**config.mk**
```make
export PLATFORM = sky130hd
export DESIGN_NAME = serial_adder
export DESIGN_NICKNAME = d
export VERILOG_FILES = /design/src/rtl/serial_adder.sv
export SDC_FILE = /design/constraint.sdc
export NUM_CORES = 1
export LEC_CHECK = 0
export ABC_AREA = 1
export ABC_CLOCK_PERIOD_IN_PS = 2200
export CORE_UTILIZATION = 55
export DETAILED_ROUTE_END_ITERATION = 8
export PLACE_DENSITY_LB_ADDON = 0.05
export SYNTH_ARGS = -nofsm -noshare
export SYNTH_HDL_FRONTEND = slang
export SYNTH_SLANG_ARGS = --single-unit
```
**constraint.sdc**
```tcl
create_clock -name clk -period 2.2 [get_ports clk]
set_clock_uncertainty 0.1 [all_clocks]
set_input_delay 0.44 -clock clk [delete_from_list [all_inputs] [get_ports clk]]
set_output_delay 0.44 -clock clk [all_outputs]
set_load 0.02 [all_outputs]
```
**src/rtl/serial_adder.sv**
```systemverilog
// -----------------------------------------------------------------------------
// serial_adder
//   Multi-cycle adder/subtractor. Two WIDTH-bit operands are added (or B is
//   subtracted from A) DIGIT bits per clock through a registered ripple slice.
//   The carry is held in a flop between cycles. Operands are accepted with a
//   valid/ready handshake and the result is returned with a second one.
//
// Parameters
//   WIDTH : operand/result width in bits (>= 1)
//   DIGIT : bits processed per clock; must divide WIDTH exactly
//
// Ports
//   clk       in   rising-edge clock
//   rst_n     in   synchronous active-low reset
//   in_valid  in   operand set presented
//   in_ready  out  block can accept operands (IDLE only)
//   a, b      in   operands, sampled only at the accept edge
//   cin       in   carry-in, ignored when sub=1
//   sub       in   0 = A+B+cin, 1 = A-B
//   out_valid out  result available
//   out_ready in   consumer accepts result
//   sum       out  result
//   cout      out  carry out of bit WIDTH-1 (subtract: 1 = no borrow)
//   ovf       out  signed two's-complement overflow
//   busy      out  operation in progress or result pending
// -----------------------------------------------------------------------------
module serial_adder #(
   parameter int WIDTH = 8,
   parameter int DIGIT = 1
) (
   input  logic             clk,
   input  logic             rst_n,
   input  logic             in_valid,
   output logic             in_ready,
   input  logic [WIDTH-1:0] a,
   input  logic [WIDTH-1:0] b,
   input  logic             cin,
   input  logic             sub,
   output logic             out_valid,
   input  logic             out_ready,
   output logic [WIDTH-1:0] sum,
   output logic             cout,
   output logic             ovf,
   output logic             busy
);

   localparam int NSTEP = WIDTH / DIGIT;
   localparam int CW    = (NSTEP > 1) ? $clog2(NSTEP) : 1;

   // Reject parameter sets the shift datapath cannot represent.
   generate
      if ((WIDTH < 1) || (DIGIT < 1) || ((WIDTH % DIGIT) != 0)) begin : g_bad_param
         $error("serial_adder: DIGIT must be >= 1 and divide WIDTH exactly");
      end
   endgenerate

   typedef enum logic [1:0] {
      S_IDLE = 2'd0,
      S_RUN  = 2'd1,
      S_DONE = 2'd2
   } state_t;

   state_t            state_r;
   logic [WIDTH-1:0]  a_r;
   logic [WIDTH-1:0]  b_r;
   logic              carry_r;
   logic [CW-1:0]     cnt_r;
   logic [WIDTH-1:0]  sum_r;
   logic              cout_r;
   logic              ovf_r;
   logic              out_valid_r;
   logic              in_ready_r;
   logic              busy_r;

   logic [DIGIT-1:0]  digit_s;
   logic              c_s;
   logic              cmsb_s;
   logic [1:0]        fa_s;
   logic [WIDTH-1:0]  sum_next_s;

   // One full-adder cell: returns {carry_out, sum_bit}.
   function automatic logic [1:0] full_add(input logic x, input logic y, input logic ci);
      full_add = {((x & y) | (ci & (x ^ y))), (x ^ y ^ ci)};
   endfunction

   // DIGIT-bit ripple over the low operand bits; cmsb_s ends up as the carry
   // into the top cell of the slice, which on the final step is bit WIDTH-1.
   always_comb begin
      c_s     = carry_r;
      digit_s = '0;
      cmsb_s  = 1'b0;
      fa_s    = 2'b00;
      for (int i = 0; i < DIGIT; i++) begin
         cmsb_s     = c_s;
         fa_s       = full_add(a_r[i], b_r[i], c_s);
         digit_s[i] = fa_s[0];
         c_s        = fa_s[1];
      end
   end

   // New result digit enters at the top, so after NSTEP shifts the LSB digit
   // computed first has reached bit 0.
   generate
      if (DIGIT == WIDTH) begin : g_single
         always_comb begin
            sum_next_s = digit_s;
         end
      end else begin : g_multi
         always_comb begin
            sum_next_s = {digit_s, sum_r[WIDTH-1:DIGIT]};
         end
      end
   endgenerate

   // Control FSM plus operand/result datapath registers.
   always_ff @(posedge clk) begin
      if (!rst_n) begin
         state_r     <= S_IDLE;
         a_r         <= '0;
         b_r         <= '0;
         carry_r     <= 1'b0;
         cnt_r       <= '0;
         sum_r       <= '0;
         cout_r      <= 1'b0;
         ovf_r       <= 1'b0;
         out_valid_r <= 1'b0;
         in_ready_r  <= 1'b0;
         busy_r      <= 1'b0;
      end else begin
         case (state_r)
            S_IDLE: begin
               in_ready_r  <= 1'b1;
               busy_r      <= 1'b0;
               out_valid_r <= 1'b0;
               if (in_valid && in_ready_r) begin
                  a_r        <= a;
                  // Subtract as A + ~B + 1; the +1 rides in on the carry flop.
                  b_r        <= sub ? ~b : b;
                  carry_r    <= sub ? 1'b1 : cin;
                  cnt_r      <= '0;
                  state_r    <= S_RUN;
                  in_ready_r <= 1'b0;
                  busy_r     <= 1'b1;
               end
            end
            S_RUN: begin
               a_r     <= a_r >> DIGIT;
               b_r     <= b_r >> DIGIT;
               carry_r <= c_s;
               sum_r   <= sum_next_s;
               cnt_r   <= cnt_r + {{(CW-1){1'b0}}, 1'b1};
               if (cnt_r == CW'(NSTEP - 1)) begin
                  state_r     <= S_DONE;
                  cout_r      <= c_s;
                  ovf_r       <= cmsb_s ^ c_s;
                  out_valid_r <= 1'b1;
               end
            end
            S_DONE: begin
               if (out_ready) begin
                  state_r     <= S_IDLE;
                  out_valid_r <= 1'b0;
                  busy_r      <= 1'b0;
                  in_ready_r  <= 1'b1;
               end
            end
            default: begin
               state_r     <= S_IDLE;
               out_valid_r <= 1'b0;
               in_ready_r  <= 1'b0;
               busy_r      <= 1'b0;
            end
         endcase
      end
   end

   assign in_ready  = in_ready_r;
   assign out_valid = out_valid_r;
   assign sum       = sum_r;
   assign cout      = cout_r;
   assign ovf       = ovf_r;
   assign busy      = busy_r;

endmodule

```
[Word-level counts from Yosys, hierarchy flattened]
Cells that the tools add are included.
Widths: inputs -> output; s select.
Storage, ports and cells
  input bits: 22
  flip-flop bits (word level): 35
  output and inout port bits: 13
  logic and storage cells: 56
Cells by class
  bitwise gates (word level): 8
  $add $sub $neg: 1
  reductions and logical operators: 8
  multiplexer cells: 22
  equality and inequality tests: 6
Operator list (number)
  $pmux 8 s2: 2
  $mux 8: 3
  $not 8->8: 1
  $reduce_and 2->1: 4
  $mux 1: 7
  $mux 2: 3
  $ne 2x2->1 const B: 3
  $pmux 1 s3: 2
  $pmux 2 s3: 1
  $pmux 3 s2: 1
  $pmux 1 s2: 2
  $add 3x1->3 const B: 1
  $eq 3x3->1 const B: 1
  $mux 3: 1
  $reduce_and 3->1: 1
  $xor 1x1->1: 3
  $and 1x1->1: 2
  $eq 2x1->1 const B: 1
  $eq 2x2->1 const B: 1
  $logic_not 2->1: 1
  $reduce_bool 2->1: 1
  $logic_and 1x1->1: 1
  $not 1->1: 1
  $or 1x1->1: 1

[Logic depth before layout (Yosys ltp)]
Gate-level depths: netlist (run 1).
  depth after elaboration: 4
  mapped depth: 8
  gate-level depth less buffers: 7

[Least setup slack after synthesis (run 1)]
OpenSTA, ideal clock, no wires.
  path type: flip-flop to flip-flop
  start: register in_ready_r, in the netlist in_ready
  end: register a_r[0]
  stages on the path, launching flop included: 7
  path slack: 919 ps
  library setup time: 113 ps
  clock period less this slack: 1281 ps
  data arrival time: 1069 ps
  buffers on the path: 1
  path through: dfxtp_1 nand2_1 nor2_1 nor2_4 buf_6 nor2_1 nor2_1
On the way
  cells in the longest elaborated chain, start to end: 3
Ends and longest elaborated chain
  start: declaration: RTL line 72  | logic in_ready_r;
  start signal: assignment: RTL line 127  | in_ready_r <= 1'b0;
  start signal: assignment: RTL line 132  | in_ready_r <= 1'b1;
  start signal: assignment: RTL line 142  | in_ready_r <= 1'b0;
  $logic_and 1x1->1: RTL line 135  | if (in_valid && in_ready_r) begin
  $ne 2x2->1 (no line)
  $reduce_and 2->1 (no line)
  end signal: assignment: RTL line 147  | a_r <= a_r >> DIGIT;
  end: declaration: RTL line 64  | logic [WIDTH-1:0] a_r;
No other way between the ends.
A chain may end at the register's enable or synchronous reset.

[Worst setup path in the final report (run 1)]
  start: register sum_r[2], in the netlist sum[2]
  end: output sum[2]
RTL lines
  start: declaration: RTL line 68  | logic [WIDTH-1:0] sum_r;
  start signal: assignment: RTL line 150  | sum_r <= sum_next_s;
  end: declaration: RTL line 41  | output logic [WIDTH-1:0] sum,
No word-level cell between the ends.

==> results of run 1 <==
==> sequential cells by signal, indices dropped and copies added (netlist names) <==
| name | cells |
|---|---|
| a_r | 8 |
| b_r | 8 |
| busy | 1 |
| carry_r | 1 |
| cnt_r | 3 |
| cout | 1 |
| in_ready | 1 |
| out_valid | 1 |
| ovf | 1 |
| state_r | 2 |
| sum | 8 |
==> power groups by stage <==
stage	Clock (mW)	Combinational (mW)	Sequential, mW
after detailed placement	0	0.320	0.727
after floorplan	0	0.225	0.741
after global placement	0	0.318	0.725
after global routing	0.429	0.363	0.717
final	0.391	0.319	0.712
after CTS	0.399	0.321	0.712
==> cell families after synthesis <==
logic type / Yosys count / share of synthesized area
DFF: 35 / 0.398
adders and majority gates: 3 / 0.0256
xor gates and xnor gates: 2 / 0.00996
buffers and inverters: 38 / 0.123
AOI/OAI and AO/OA: 36 / 0.119
and+or+nand+nor: 135 / 0.324
==> stage by stage <==
step	hold slack [ns]	cells	utilization	total power, mW	setup slack [ns]
2_1_floorplan	0.333	249	-	0.965	0.919
3_3_place_gp	0.349	318	0.677	1.04	0.392
3_5_place_dp	0.351	318	0.677	1.05	0.384
4_1_cts	0.374	326	0.700	1.43	0.328
5_1_grt	0.386	326	0.700	1.51	0.282
6_report	0.372	326	0.700	1.42	0.340
==> per-layer routing <==
| layer | up-vias | part of all wire | GRT usage |
|---|---|---|---|
| met5 | - | 0 | 0 |
| met4 | 0 | 0.0058 | 0.0510 |
| met3 | 2 | 0.039 | 0.0659 |
| met2 | 39 | 0.46 | 0.358 |
| met1 | 683 | 0.50 | 0.276 |
| li1 | 843 | - | - |
==> final timing paths <==
| check | start | end | cells after the start |
|---|---|---|---|
| min | ovf | ovf | 2 |
| min reg2reg | ovf | ovf | 2 |
| max | sum[2] | sum[2] | 1 |
| max reg2reg | state_r[1] | a_r[5] | 7 |
==> cell usage in the layout, fill, tap and decap left out <==
master,synthesis,routed
nor2_1,39,39
nor2_4,1,1
nand2_8,1,1
nand3_1,23,23
clkbuf_8,0,2
clkbuf_1,3,1
o211ai_1,1,1
a21oi_2,1,1
xor2_1,2,2
a21oi_1,15,15
ha_1,2,2
dfxtp_1,35,35
o21ai_2,6,6
nand2_1,67,67
buf_4,0,4
clkbuf_4,0,5
nand3b_1,1,1
nand2_2,3,3
clkdlybuf4s50_1,0,34
fa_1,1,1
o21ai_0,13,13
inv_4,2,2
inv_2,1,1
inv_1,22,22
==> cells in the mapped netlist (2+ instances only) <==
cell type | n | share of area
nand2_1 | 67 | 0.14
nor2_1 | 39 | 0.083
dfxtp_1 | 35 | 0.40
nand3_1 | 23 | 0.065
inv_1 | 22 | 0.047
a21oi_1 | 15 | 0.043
o21ai_0 | 13 | 0.037
o21ai_2 | 6 | 0.030
buf_6 | 5 | 0.032
buf_2 | 3 | 0.0085
clkbuf_1 | 3 | 0.0064
nand2_2 | 3 | 0.011
ha_1 | 2 | 0.014
inv_4 | 2 | 0.0071
xor2_1 | 2 | 0.010
==> area by class of cell <==
cell class	count	area [µm²]
tap	44	55.1
clock buffer	8	68.8
inverter	25	98.8
multi-input combinational	176	842
timing repair buffer	38	370
fill	290	917
sequential	35	701
==> impl_results.html, run 1 <==
<table>
<tr><th>Metric</th><th>Value</th></tr>
<tr><th colspan="2">Worst hold path</th></tr>
<tr><td>Worst min-delay path class</td><td>flip-flop to flip-flop</td></tr>
<tr><th colspan="2">Floorplan</th></tr>
<tr><td>Area of the core</td><td>3050 µm²</td></tr>
<tr><td>Die Footprint</td><td>3430 µm²</td></tr>
<tr><td>Standard-cell rows</td><td>20</td></tr>
<tr><td>Initial Util</td><td>0.576</td></tr>
<tr><td>DIE WIDTH</td><td>58.6 µm</td></tr>
<tr><td>Number of primary I/O pins</td><td>35</td></tr>
<tr><td>Overall die height</td><td>58.6 µm</td></tr>
<tr><th colspan="2">Clocking</th></tr>
<tr><td>Total CTS buffers</td><td>5</td></tr>
<tr><td>Clk root buf</td><td>clkbuf_4</td></tr>
<tr><td>Postcts setup bufs</td><td>0</td></tr>
<tr><td>Number of H-tree levels</td><td>2</td></tr>
<tr><td>Register clock-pin slew on the reported worst setup and hold paths</td><td>0.11 ns</td></tr>
<tr><td>Clock sinks</td><td>35</td></tr>
<tr><td>Hold buffer count at CTS</td><td>0</td></tr>
<tr><td>TritonCTS clock tree</td><td>built</td></tr>
<tr><td>Longest Clk Path Bufs</td><td>2</td></tr>
<tr><td>Clock network latency to the later pin of the worst-skew pair</td><td>0.33 ns</td></tr>
<tr><td>Total of cells resized after clock tree synthesis</td><td>0</td></tr>
<tr><th colspan="2">Critical path</th></tr>
<tr><td>Highest fanout seen on the critical path</td><td>3</td></tr>
<tr><td>Critical Path Start Type</td><td>flip-flop</td></tr>
<tr><td>Register-to-register setup slack</td><td>0.58 ns</td></tr>
<tr><td>Endpoint required time on the critical path</td><td>1.66 ns</td></tr>
<tr><td>Buffers &amp; Inverters on Critical Path</td><td>1</td></tr>
<tr><td>Worst path cell trace</td><td>clkdlybuf4s50_1</td></tr>
<tr><td>Cell family contributing the most delay on the critical path</td><td>buffers and inverters</td></tr>
<tr><td>Critical path capture point type</td><td>output port</td></tr>
<tr><td>Arrival time worst endpoint</td><td>1.32 ns</td></tr>
<tr><td>Critical path class</td><td>flip-flop to output port</td></tr>
<tr><td>Max stage delay on crit path</td><td>0.61 ns</td></tr>
<tr><td>Critical path's slowest cell</td><td>clkdlybuf4s50_1</td></tr>
<tr><th colspan="2">Logic synthesis</th></tr>
<tr><td>Post-synthesis average cell area</td><td>7.07 µm²</td></tr>
<tr><td>Sequential fraction of the synthesis area</td><td>0.398</td></tr>
<tr><td>Synthesized instance count</td><td>249</td></tr>
<tr><td>Post-synth ARST share</td><td>0</td></tr>
<tr><td>Top_reg_cell synth</td><td>dfxtp_1</td></tr>
<tr><td>Yosys synthesis warning count</td><td>0</td></tr>
<tr><td>Syn Nets</td><td>274</td></tr>
<tr><td>Count of flip-flops with a built-in enable after synthesis</td><td>0</td></tr>
<tr><td>Synth Register Bits</td><td>35</td></tr>
<tr><td>Post-synthesis cell type count</td><td>24</td></tr>
<tr><td>Area of the mapped netlist</td><td>1760 µm²</td></tr>
<tr><th colspan="2">Pwr</th></tr>
<tr><td>Relative contribution of sequential cells to total power</td><td>0.501</td></tr>
<tr><td>Worst supply voltage drop on vdd</td><td>0.639 mV</td></tr>
<tr><td>Internal power</td><td>1.01 mW</td></tr>
<tr><td>Fraction of power spent switching nets</td><td>0.289</td></tr>
<tr><td>Leakage dissipation</td><td>0.958 nW</td></tr>
<tr><td>Reported net switching power</td><td>411 µW</td></tr>
<tr><td>Relative contribution of combinational cells to total power</td><td>0.224</td></tr>
<tr><td>Part of the total power dissipated in the clock network</td><td>0.275</td></tr>
<tr><td>Pwr per Cell Area</td><td>666 nW/µm²</td></tr>
<tr><th colspan="2">Timing</th></tr>
<tr><td>Actual transition at the worst max-transition pin</td><td>0.420 ns</td></tr>
<tr><td>Minimum clock period</td><td>1.86 ns</td></tr>
<tr><td>Share of the clock period used by the worst path after layout</td><td>0.845</td></tr>
<tr><td>Achievable clock frequency</td><td>538 MHz</td></tr>
<tr><td>TNS Setup</td><td>0 ns</td></tr>
<tr><td>Final Hold Violating Endpoints</td><td>0</td></tr>
<tr><td>Fin. max-slew vios</td><td>0</td></tr>
<tr><td>Number of setup violations in the final report</td><td>0</td></tr>
<tr><td>RSZ-0062 raised after global routing</td><td>no</td></tr>
<tr><td>Worst slew margin</td><td>0.719</td></tr>
<tr><th colspan="2">Drt</th></tr>
<tr><td>Routed WL per cell</td><td>9.99 µm</td></tr>
<tr><td>Pre-Repair DR Iteration Count</td><td>4</td></tr>
<tr><td>Via count</td><td>1567</td></tr>
<tr><td>Post-detailed-route via-to-cell ratio</td><td>4.81</td></tr>
<tr><td>DR iter-0 viols</td><td>59</td></tr>
<tr><td>Post-Route WL</td><td>3260 µm</td></tr>
<tr><td>Number of design rule violations left after detail routing</td><td>0</td></tr>
<tr><td>Antenna Nets Post-Route</td><td>0</td></tr>
<tr><th colspan="2">Placed design</th></tr>
<tr><td>Final Wtd Congestion</td><td>0.756</td></tr>
<tr><td>Final HPWL DP</td><td>2300 µm</td></tr>
<tr><td>Placed Instance Area</td><td>2070 µm²</td></tr>
<tr><td>Port bufs</td><td>34</td></tr>
<tr><th colspan="2">GRT</th></tr>
<tr><td>Pin count of the biggest net entering global routing</td><td>23</td></tr>
<tr><td>Initial antenna violation count</td><td>0</td></tr>
<tr><td>First-pass GRT wire length</td><td>5630 µm</td></tr>
<tr><td>Total routing usage reported by global routing</td><td>0.216</td></tr>
<tr><td>Number of global-route vias before repair</td><td>1352</td></tr>
<tr><td>GRT Residual Overflow</td><td>0</td></tr>
<tr><th colspan="2">Layout</th></tr>
<tr><td>Post-route standard cell area excluding fillers</td><td>2140 µm²</td></tr>
<tr><td>Fraction of final layout cells sized beyond drive strength 1</td><td>0.0922</td></tr>
<tr><td>NumNets Final</td><td>306</td></tr>
<tr><td>Layout overhead on the synthesized area</td><td>21.4%</td></tr>
<tr><td>Final antenna diode count</td><td>0</td></tr>
<tr><th colspan="2">Run</th></tr>
<tr><td>Max cap viols</td><td>0</td></tr>
<tr><th colspan="2">Run status</th></tr>
<tr><td>Status</td><td>complete, no violations</td></tr>
</table>
Note: power is estimated with default switching activity, not from simulation.
==> run 2: changes to the inputs <==
ABC_CLOCK_PERIOD_IN_PS = 1600   (was 2200)
CORE_UTILIZATION = 46   (was 55)
clock period = 1.6 ns   (was 2.2 ns; I/O delays follow)
==> run 2 against run 1 <==
  * Critical path depth up 6
  * Combinational power is 35% higher
  * Cell area is 1.8% higher
  * Die area increased by 19%
  * Sequential cell count did not move
  * Hold slack lost 0.0099 ns
  * Wire length grew 0.80%
  * First-iteration DRC count rose by 5.1%
  * Core utilization fell by 11 points
  * Setup slack worse by 0.17 ns
  * Sequential power increased by 38%
  * Final cell count grew 2.8%
  * Largest power group unchanged
==> impl_results.html, run 2 (synthesized netlist as in run 1, its figures left out) <==
<table>
<tr><th>Metric</th><th>Value</th></tr>
<tr><th colspan="2">Floorplan</th></tr>
<tr><td>Standard-cell rows</td><td>22 (+10%)</td></tr>
<tr><td>Overall die height</td><td>63.8 µm (+9.0%)</td></tr>
<tr><td>Area of the core</td><td>3660 µm² (+20%)</td></tr>
<tr><td>DIE WIDTH</td><td>63.8 µm (+9.0%)</td></tr>
<tr><td>Die Footprint</td><td>4080 µm² (+19%)</td></tr>
<tr><td>Initial Util</td><td>0.481 (-0.0957)</td></tr>
<tr><td>Number of primary I/O pins</td><td>35 (unchanged)</td></tr>
<tr><th colspan="2">Placed design</th></tr>
<tr><td>Port bufs</td><td>34 (unchanged)</td></tr>
<tr><td>Placed Instance Area</td><td>2110 µm² (+2.1%)</td></tr>
<tr><td>Final HPWL DP</td><td>2350 µm (+2.0%)</td></tr>
<tr><td>Final Wtd Congestion</td><td>0.758 (+0.20%)</td></tr>
<tr><th colspan="2">Pwr</th></tr>
<tr><td>Leakage dissipation</td><td>1.04 nW (+8.6%)</td></tr>
<tr><td>Worst supply voltage drop on vdd</td><td>0.612 mV (-4.3%)</td></tr>
<tr><td>Pwr per Cell Area</td><td>931 nW/µm² (+40%)</td></tr>
<tr><th colspan="2">Timing</th></tr>
<tr><td>Fin. max-slew vios</td><td>0 (unchanged)</td></tr>
<tr><td>Actual transition at the worst max-transition pin</td><td>0.454 ns (+0.0342 ns)</td></tr>
<tr><td>Share of the clock period used by the worst path after layout</td><td>0.892</td></tr>
<tr><td>Achievable clock frequency</td><td>701 MHz</td></tr>
<tr><td>Minimum clock period</td><td>1.43 ns</td></tr>
<tr><td>Worst slew margin</td><td>0.697 (-0.0228)</td></tr>
<tr><td>Number of setup violations in the final report</td><td>0 (unchanged)</td></tr>
<tr><td>Final Hold Violating Endpoints</td><td>0 (unchanged)</td></tr>
<tr><td>RSZ-0062 raised after global routing</td><td>no</td></tr>
<tr><td>Worst hold margin</td><td>0.362 ns (-0.00994 ns)</td></tr>
<tr><th colspan="2">Critical path</th></tr>
<tr><td>Critical path class</td><td>flip-flop to flip-flop</td></tr>
<tr><td>Launching point of the worst reg2reg path</td><td>state_r[1]</td></tr>
<tr><td>Critical path's slowest cell</td><td>dfxtp_1</td></tr>
<tr><td>Highest fanout seen on the critical path</td><td>20 (+17)</td></tr>
<tr><td>Arrival time worst endpoint</td><td>1.50 ns (+0.18 ns)</td></tr>
<tr><td>Buffers &amp; Inverters on Critical Path</td><td>3 (+2)</td></tr>
<tr><td>Launch point of the worst path</td><td>state_r[1]</td></tr>
<tr><td>Max stage delay on crit path</td><td>0.42 ns (-0.19 ns)</td></tr>
<tr><td>Cell family contributing the most delay on the critical path</td><td>simple AND/OR/NAND/NOR gates</td></tr>
<tr><td>Critical Path Start Type</td><td>flip-flop</td></tr>
<tr><td>Worst path cell trace</td><td>inv_4 &gt; nand2_8 &gt; inv_4 &gt; nor2_4 &gt; inv_2 &gt; nor2_1 &gt; nor2_1</td></tr>
<tr><td>Endpoint required time on the critical path</td><td>1.67 ns (about the same)</td></tr>
<tr><td>Critical path capture point type</td><td>flip-flop</td></tr>
<tr><th colspan="2">Layout</th></tr>
<tr><td>Fraction of final layout cells sized beyond drive strength 1</td><td>0.105 (+0.0123)</td></tr>
<tr><td>Final antenna diode count</td><td>0 (unchanged)</td></tr>
<tr><td>Top library cells by usage in the layout, fill and taps aside</td><td>nand2_1, nor2_1, dfxtp_1</td></tr>
<tr><td>Final-layout fill cell count</td><td>383 (+32%)</td></tr>
<tr><td>Layout overhead on the synthesized area</td><td>23.6%</td></tr>
<tr><td>NumNets Final</td><td>311 (+1.6%)</td></tr>
<tr><td>Post-route standard cell area excluding fillers</td><td>2170 µm² (+1.8%)</td></tr>
<tr><td>Total area of sequential cells</td><td>701 µm² (unchanged)</td></tr>
<tr><td>Multi-input logic area</td><td>842 µm² (unchanged)</td></tr>
<tr><td>Most frequent standard cell in the layout excluding fill and tap cells</td><td>nand2_1</td></tr>
<tr><th colspan="2">Drt</th></tr>
<tr><td>Post-Route WL</td><td>3280 µm (+0.80%)</td></tr>
<tr><td>Post-detailed-route via-to-cell ratio</td><td>4.66 (-3.1%)</td></tr>
<tr><td>DR iter-0 viols</td><td>62 (+5.1%)</td></tr>
<tr><td>Routed WL per cell</td><td>9.80 µm (-1.9%)</td></tr>
<tr><td>Antenna Nets Post-Route</td><td>0 (unchanged)</td></tr>
<tr><td>Number of design rule violations left after detail routing</td><td>0 (unchanged)</td></tr>
<tr><td>Pre-Repair DR Iteration Count</td><td>4 (unchanged)</td></tr>
<tr><td>Via count</td><td>1560 (-0.45%)</td></tr>
<tr><th colspan="2">Run status</th></tr>
<tr><td>Status</td><td>complete, no violations</td></tr>
<tr><th colspan="2">Worst hold path</th></tr>
<tr><td>HP Start</td><td>cnt_r[0]</td></tr>
<tr><td>Worst min-delay path class</td><td>flip-flop to flip-flop</td></tr>
<tr><th colspan="2">GRT</th></tr>
<tr><td>Number of global-route vias before repair</td><td>1396 (+3.3%)</td></tr>
<tr><td>Total routing usage reported by global routing</td><td>0.190 (-0.0255)</td></tr>
<tr><td>Pin count of the biggest net entering global routing</td><td>23 (unchanged)</td></tr>
<tr><td>First-pass GRT wire length</td><td>5980 µm (+6.3%)</td></tr>
<tr><td>GRT Residual Overflow</td><td>0 (unchanged)</td></tr>
<tr><td>Initial antenna violation count</td><td>0 (unchanged)</td></tr>
<tr><th colspan="2">Clocking</th></tr>
<tr><td>Number of H-tree levels</td><td>2 (unchanged)</td></tr>
<tr><td>Register clock-pin slew on the reported worst setup and hold paths</td><td>0.07 ns (-0.04 ns)</td></tr>
<tr><td>Postcts setup bufs</td><td>0 (unchanged)</td></tr>
<tr><td>TritonCTS clock tree</td><td>built</td></tr>
<tr><td>Longest Clk Path Bufs</td><td>2 (unchanged)</td></tr>
<tr><td>Hold buffer count at CTS</td><td>0 (unchanged)</td></tr>
<tr><td>Total of cells resized after clock tree synthesis</td><td>13 (+13)</td></tr>
<tr><td>Clock network latency to the later pin of the worst-skew pair</td><td>0.28 ns (-0.05 ns)</td></tr>
<tr><td>Clk root buf</td><td>clkbuf_8</td></tr>
<tr><td>Total CTS buffers</td><td>5 (unchanged)</td></tr>
<tr><td>Clock sinks</td><td>35 (unchanged)</td></tr>
<tr><th colspan="2">Run</th></tr>
<tr><td>Max cap viols</td><td>0 (unchanged)</td></tr>
</table>
run 2: cell count changes in the layout (fill, tap and decap cells not counted):
cell,previous run,this run
buf_4,4,9
clkbuf_1,1,2
clkbuf_4,5,0
clkbuf_8,2,5
clkdlybuf4s50_1,34,21
clkinv_2,0,1
dlygate4sd2_1,0,13
run 2: stage by stage:
step | setup TNS [ns] | util | power, mW | worst slack [ns] | instances
2_1_floorplan | 0 | - | 1.33 | 0.319 | 249
3_3_place_gp | -0.840 | 0.576 | 1.45 | -0.0820 | 327
3_5_place_dp | -0.982 | 0.576 | 1.45 | -0.0921 | 327
4_1_cts | 0 | 0.594 | 2.05 | 0.162 | 335
5_1_grt | 0 | 0.594 | 2.16 | 0.0198 | 335
6_report | 0 | 0.594 | 2.02 | 0.173 | 335
run 2: worst paths after layout:
check,end,slack (ns),cells after the start
hold / removal,cnt_r[0],0.36,1
setup / recovery,b_r[7],0.17,7
setup reg to reg,b_r[7],0.17,7
hold reg to reg,cnt_r[0],0.36,1
run 2: final cells by class:
class / count / share of cell area
Inverter: 25 / 0.0455
Clock buffer: 7 / 0.0351
Sequential cell: 35 / 0.322
Timing Repair Buffer: 43 / 0.180
Tap cell: 48 / 0.0276
Clock inverter: 1 / 0.00230
Multi-Input combinational cell: 176 / 0.387
run 2: power by group:
group / internal, mW / switching (mW)
sequential: 0.941 / 0.0397
combinational: 0.185 / 0.247
clock: 0.305 / 0.306
run 2: routing by layer:
metal / wire length [µm] / track usage
met1: 1660 / 0.236
met4: 55 / 0.0767
met5: 0 / 0
met3: 146 / 0.0554
met2: 1420 / 0.307
